[config.mk]
export PLATFORM = sky130hd
export DESIGN_NAME = reed_solomon_decoder_line_unpacker
export DESIGN_NICKNAME = d
export VERILOG_FILES = /design/src/rtl/reed_solomon_decoder_line_unpacker.sv
export SDC_FILE = /design/constraint.sdc
export NUM_CORES = 2
export LEC_CHECK = 0
export BUFFER_PORTS_ARGS = -buffer_cell sky130_fd_sc_hd__buf_4
export CELL_PAD_IN_SITES_DETAIL_PLACEMENT = 1
export CELL_PAD_IN_SITES_GLOBAL_PLACEMENT = 2
export CORE_ASPECT_RATIO = 1.75
export CORE_UTILIZATION = 35
export DETAILED_ROUTE_END_ITERATION = 8
export GPL_TIMING_DRIVEN = 0
export PLACE_DENSITY_LB_ADDON = 0.08
export SYNTH_ARGS = -nofsm -noshare
export SYNTH_HDL_FRONTEND = slang
export SYNTH_SLANG_ARGS = --single-unit
[constraint.sdc]
create_clock -name clk -period 26.7 [get_ports clk]
set_input_delay 0 -clock clk [delete_from_list [all_inputs] [get_ports clk]]
set_output_delay 0 -clock clk [all_outputs]
set_load 0.02 [all_outputs]
[src/rtl/reed_solomon_decoder_line_unpacker.sv]
// Line unpacker between the decoder requestor and the RS decoder core.
// Buffers incoming cache lines in a small FIFO and serialises the active line
// into SYM_W-bit symbols, little-endian, with sop/eop codeword framing
// every CW_LEN symbols, independent of line boundaries.
module reed_solomon_decoder_line_unpacker #(
   parameter int unsigned LINE_W    = 512,
   parameter int unsigned SYM_W     = 8,
   parameter int unsigned CW_LEN    = 255,
   parameter int unsigned BUF_DEPTH = 4
) (
   input  logic                         clk,
   input  logic                         reset_n,
   input  logic                         cw_start,
   input  logic [LINE_W-1:0]            line_data,
   input  logic                         line_valid,
   output logic [SYM_W-1:0]             sym_data,
   output logic                         sym_valid,
   input  logic                         sym_ready,
   output logic                         sym_sop,
   output logic                         sym_eop,
   output logic [31:0]                  cw_count,
   output logic                         overflow,
   output logic [$clog2(BUF_DEPTH):0]   buf_level
);

   localparam int unsigned SPL   = LINE_W / SYM_W;
   localparam int unsigned IDX_W = $clog2(SPL);
   localparam int unsigned AW    = $clog2(BUF_DEPTH);
   localparam int unsigned CNT_W = AW + 1;

   typedef enum logic {S_EMPTY, S_SHIFT} state_t;

   state_t              state_q, state_d;
   logic [LINE_W-1:0]   mem_q [BUF_DEPTH];
   logic [AW-1:0]       wr_ptr_q, wr_ptr_d;
   logic [AW-1:0]       rd_ptr_q, rd_ptr_d;
   logic [CNT_W-1:0]    level_q, level_d;
   logic [LINE_W-1:0]   line_q, line_d;
   logic [IDX_W-1:0]    idx_q, idx_d;
   logic [15:0]         sym_cnt_q, sym_cnt_d;
   logic [31:0]         cw_count_q, cw_count_d;
   logic                overflow_q, overflow_d;

   logic                fifo_empty, fifo_full;
   logic                xfer, last_sym, at_eop;
   logic                pop, push, wr_en;

   // Handshake and FIFO status decode
   always_comb begin
      fifo_empty = (level_q == '0);
      fifo_full  = (level_q == CNT_W'(BUF_DEPTH));
      xfer       = sym_valid & sym_ready;
      last_sym   = (idx_q == IDX_W'(SPL - 1));
      at_eop     = (sym_cnt_q == 16'(CW_LEN - 1));
      // pop refills an idle line register, or chains the next line on the
      // final symbol so back-to-back lines stream without a bubble
      pop        = ~cw_start & ~fifo_empty & ((state_q == S_EMPTY) | (xfer & last_sym));
      // a pop in the same edge frees a slot, so a full FIFO still accepts
      push       = ~cw_start & line_valid & (~fifo_full | pop);
   end

   // FSM state register
   always_ff @(posedge clk or negedge reset_n) begin
      if (!reset_n) state_q <= S_EMPTY;
      else          state_q <= state_d;
   end

   // FSM next-state logic
   always_comb begin
      state_d = state_q;
      if (cw_start) begin
         state_d = S_EMPTY;
      end else begin
         case (state_q)
            S_EMPTY: if (!fifo_empty) state_d = S_SHIFT;
            S_SHIFT: if (xfer && last_sym && fifo_empty) state_d = S_EMPTY;
            default: state_d = S_EMPTY;
         endcase
      end
   end

   // FSM outputs: symbol presentation and framing flags
   always_comb begin
      sym_valid = (state_q == S_SHIFT);
      sym_data  = sym_valid ? line_q[int'(idx_q) * SYM_W +: SYM_W] : '0;
      sym_sop   = sym_valid & (sym_cnt_q == '0);
      sym_eop   = sym_valid & at_eop;
   end

   // Datapath next-state: FIFO pointers, line register, framing counters
   always_comb begin
      wr_ptr_d   = wr_ptr_q;
      rd_ptr_d   = rd_ptr_q;
      level_d    = level_q;
      line_d     = line_q;
      idx_d      = idx_q;
      sym_cnt_d  = sym_cnt_q;
      cw_count_d = cw_count_q;
      overflow_d = overflow_q;
      wr_en      = 1'b0;
      if (cw_start) begin
         wr_ptr_d   = '0;
         rd_ptr_d   = '0;
         level_d    = '0;
         idx_d      = '0;
         sym_cnt_d  = '0;
         cw_count_d = '0;
         overflow_d = 1'b0;
      end else begin
         if (pop) begin
            line_d   = mem_q[rd_ptr_q];
            rd_ptr_d = rd_ptr_q + AW'(1);
            idx_d    = '0;
         end else if (xfer) begin
            idx_d = idx_q + IDX_W'(1);
         end
         if (push) begin
            wr_en    = 1'b1;
            wr_ptr_d = wr_ptr_q + AW'(1);
         end
         if (line_valid && !push) overflow_d = 1'b1;
         level_d = level_q + CNT_W'(push) - CNT_W'(pop);
         if (xfer) begin
            if (at_eop) begin
               sym_cnt_d  = '0;
               cw_count_d = cw_count_q + 32'd1;
            end else begin
               sym_cnt_d = sym_cnt_q + 16'd1;
            end
         end
      end
   end

   // Datapath registers
   always_ff @(posedge clk or negedge reset_n) begin
      if (!reset_n) begin
         wr_ptr_q   <= '0;
         rd_ptr_q   <= '0;
         level_q    <= '0;
         line_q     <= '0;
         idx_q      <= '0;
         sym_cnt_q  <= '0;
         cw_count_q <= '0;
         overflow_q <= 1'b0;
      end else begin
         wr_ptr_q   <= wr_ptr_d;
         rd_ptr_q   <= rd_ptr_d;
         level_q    <= level_d;
         line_q     <= line_d;
         idx_q      <= idx_d;
         sym_cnt_q  <= sym_cnt_d;
         cw_count_q <= cw_count_d;
         overflow_q <= overflow_d;
      end
   end

   // Line storage; contents are don't-care until written, so no reset
   always_ff @(posedge clk) begin
      if (wr_en) mem_q[wr_ptr_q] <= line_data;
   end

   assign cw_count  = cw_count_q;
   assign overflow  = overflow_q;
   assign buf_level = level_q;

endmodule

==> run metrics <==
Initial Util 35.3%; max_slew headroom 6.57%; Max Buffers Root-to-Sink 4; antenna-violating nets left 0; routed length per instance 27.3 um; Placer Congestion 0.789; Final min period 6.13 ns; unrepaired setup endpoints after global routing no; layout cell share with drive strength beyond 1 21.4%; post-synth net total 6157; Setup Viol. Count Final 0; Arr. time, crit path 6.13 ns; CP Class reg -> out; Util after Layout 45.7%; worst skew pair latency 0.88 ns; CTS tree yes; DIE WIDTH 407 um; Max Slew Vio Count 0; Overall Power 11500 uW; CP Capture Type output port; Ports 564; type of the tightest min-delay check in -> reg; Pleak 0.0468 uW; drt pass-1 iters 7; Peak VDD IR 62.3 uV; IO buf count 563; CTS Sinks 2623; hpwl dp 218000 um; status completed; Site Rows 259; via count 57400; antenna violations before repair 135; Worst-Margin Slew 1.40 ns; grt ovf 0; Fillers 27600; pin count of the biggest net entering global routing 99; Max Clock Freq 163 MHz; die height 710 um; post-synth cell types 51; total die area 0.289 mm2; CP startpoint kind register; Mapped Avg Cell Area 17.8 um2; Fin Setup TNS 0 ns; max-cap violations 0; Num CTS Buffers 267; sequential fraction of the synthesis area 75.6%; Total Routing Usage GR 22.0%; CP max FO 10; Root Driver clkbuf_16; Post-synth ARST share 21.9%; EDFF count, synth 2048; first-pass GRT wire length 452000 um; Residual DRC 0; CP required 26.70 ns; synthesized flop and latch total 2623; final hold viol count 0; post-synth design cell area 0.100 mm2; crit share post-route 23.0%; clock slew at reported path FFs 0.06 ns; Max Clock Skew 0.0332 ns; post-synthesis cell count 5629; vias per cell 4.95; Detailed Route WL 316000 um; final hold slack 0.0989 ns; pwr/cell area 88.9 mW/mm2; area of the core 0.285 mm2; synthesis warning total 0; H-tree depth 5; Final nets 8075; Main synth FF type edfxtp_1; DR iter-0 viols 3630; Syn-to-layout area delta 29.5%; Post-CTS Repair Setup Buffers 0; vias in the first global route 63100
report_power, final:
part	internal (uW)	switching (uW)	leakage (uW)
Sequential	4930	292	0.0259
Clock	2170	1610	0.00423
Combinational	1080	1470	0.0167
Total	8180	3370	0.0468
state kept, by name (all words and copies together) (netlist names):
| signal | flops |
|---|---|
| sym_valid | 1 |
| line_q | 512 |
| idx_q | 6 |
| sym_cnt_q | 16 |
| wr_ptr_q | 2 |
| buf_level | 3 |
| mem_q | 2048 |
| overflow | 1 |
| cw_count | 32 |
| rd_ptr_q | 2 |
final cells by class:
class | instances | area [um2] | share of cell area [%]
Multi-Input combinational cell | 2690 | 23200 | 17.8
Buffer | 304 | 1250 | 0.965
Antenna cell | 64 | 160 | 0.123
Sequential cell | 2623 | 75900 | 58.4
Clock inverter | 117 | 1180 | 0.908
Timing Repair Buffer | 1649 | 16100 | 12.4
Tap cell | 3784 | 4730 | 3.64
Inverter | 12 | 45.0 | 0.0347
Clock buffer | 362 | 7440 | 5.73
metrics by stage:
stage	area, um2	instances	setup slack [ns]
floorplan	100000	5629	12.82
global placement	109000	9976	-1.06
detailed placement	111000	10000	21.13
CTS	130000	11500	20.14
global route	130000	11600	20.49
finish	130000	11600	20.57
synthesized netlist by cell type (2+ instances only):
master,n,share of area [%]
edfxtp_1,2048,61
nand2_1,1572,5.9
mux4_2,598,13
dfrtp_1,575,14
clkbuf_1,220,0.82
mux2i_1,104,1.0
buf_1,55,0.21
nor2_1,48,0.18
nand3_1,47,0.23
a21oi_1,44,0.22
a22oi_1,32,0.24
o31ai_1,27,0.20
or4_1,22,0.16
nand4_1,18,0.11
nor2b_1,17,0.11
xor2_1,16,0.14
nor3_1,15,0.075
o21ai_0,14,0.070
buf_4,13,0.097
inv_1,12,0.045
a211oi_1,11,0.082
and2_1,10,0.062
buf_2,10,0.050
ha_1,10,0.12
and3_1,8,0.050
mux2_2,8,0.090
or3_1,8,0.050
xnor2_1,7,0.061
nor4_1,6,0.037
a221oi_1,5,0.044
buf_6,5,0.056
nand2b_1,5,0.031
a2111oi_0,4,0.035
a41o_1,4,0.040
o221ai_1,4,0.035
o22ai_1,4,0.025
a221o_1,3,0.030
and4_1,3,0.026
a21o_1,2,0.015
o41ai_1,2,0.017
or2_2,2,0.012
or4_4,2,0.022
kinds of logic (layout without fill, tap and decap cells):
kind of cell,after synthesis,count (layout),synth area share [%]
flops,2623,2623,75.6
compound gates,161,161,1.10
buf+inv,316,2444,1.28
mux,710,710,14.6
xor+xnor,23,23,0.201
other cells,0,64,0
fa+ha+maj,11,11,0.145
simple gates,1785,1785,7.08
critical path, stage by stage (launching register included):
cell and delay (ns):
dfrtp_1 0.50, buf_2 0.54, buf_2 0.48, nor2b_1 1.14
clkbuf_1 1.00, a22oi_1 0.41, nand3_1 0.36, a41o_1 0.41
o31ai_1 0.16, buf_4 0.22
path summary, 6_finish.rpt:
path	endpoint	cells after the start	slack [ns]	startpoint
max reg2reg	mem_q[0][218]	10	21.55	idx_q[3]
min in group asynchronous	cw_count[16]	4	0.32	reset_n
max	sym_data[0]	9	20.57	idx_q[1]
max in group asynchronous	line_q[185]	6	24.84	reset_n
min reg2reg	line_q[113]	2	0.47	line_q[113]
min	mem_q[2][183]	2	0.1	line_data[183]
repair_timing:
| item | 4_1_cts | 5_1_grt |
|---|---|---|
| hold buffers | 1031 | 0 |
| gates resized for setup | 0 | 0 |
| endpoints found under the hold margin | 2352 | 0 |
layer usage:
metal  part of all wire, %  up-vias  global-route usage [%]
li1                      -    25400                       -
met5                  0.18        -                       0
met1                    40    30300                    26.8
met2                    53     1208                    39.5
met3                   4.9      472                    4.12
met4                   2.6       92                    5.75
placed cells by master (no fill, tap or decap), drive strengths merged, types with 32 or more instances in the layout:
cell	count
a21oi	45
a22oi	32
buf	700
clkbuf	583
clkinv	80
dfrtp	575
diode	64
dlygate4sd3	1030
edfxtp	2048
mux2i	104
mux4	598
nand2	1572
nand3	47
nor2	48
Power figures use the tool's default switching activity.
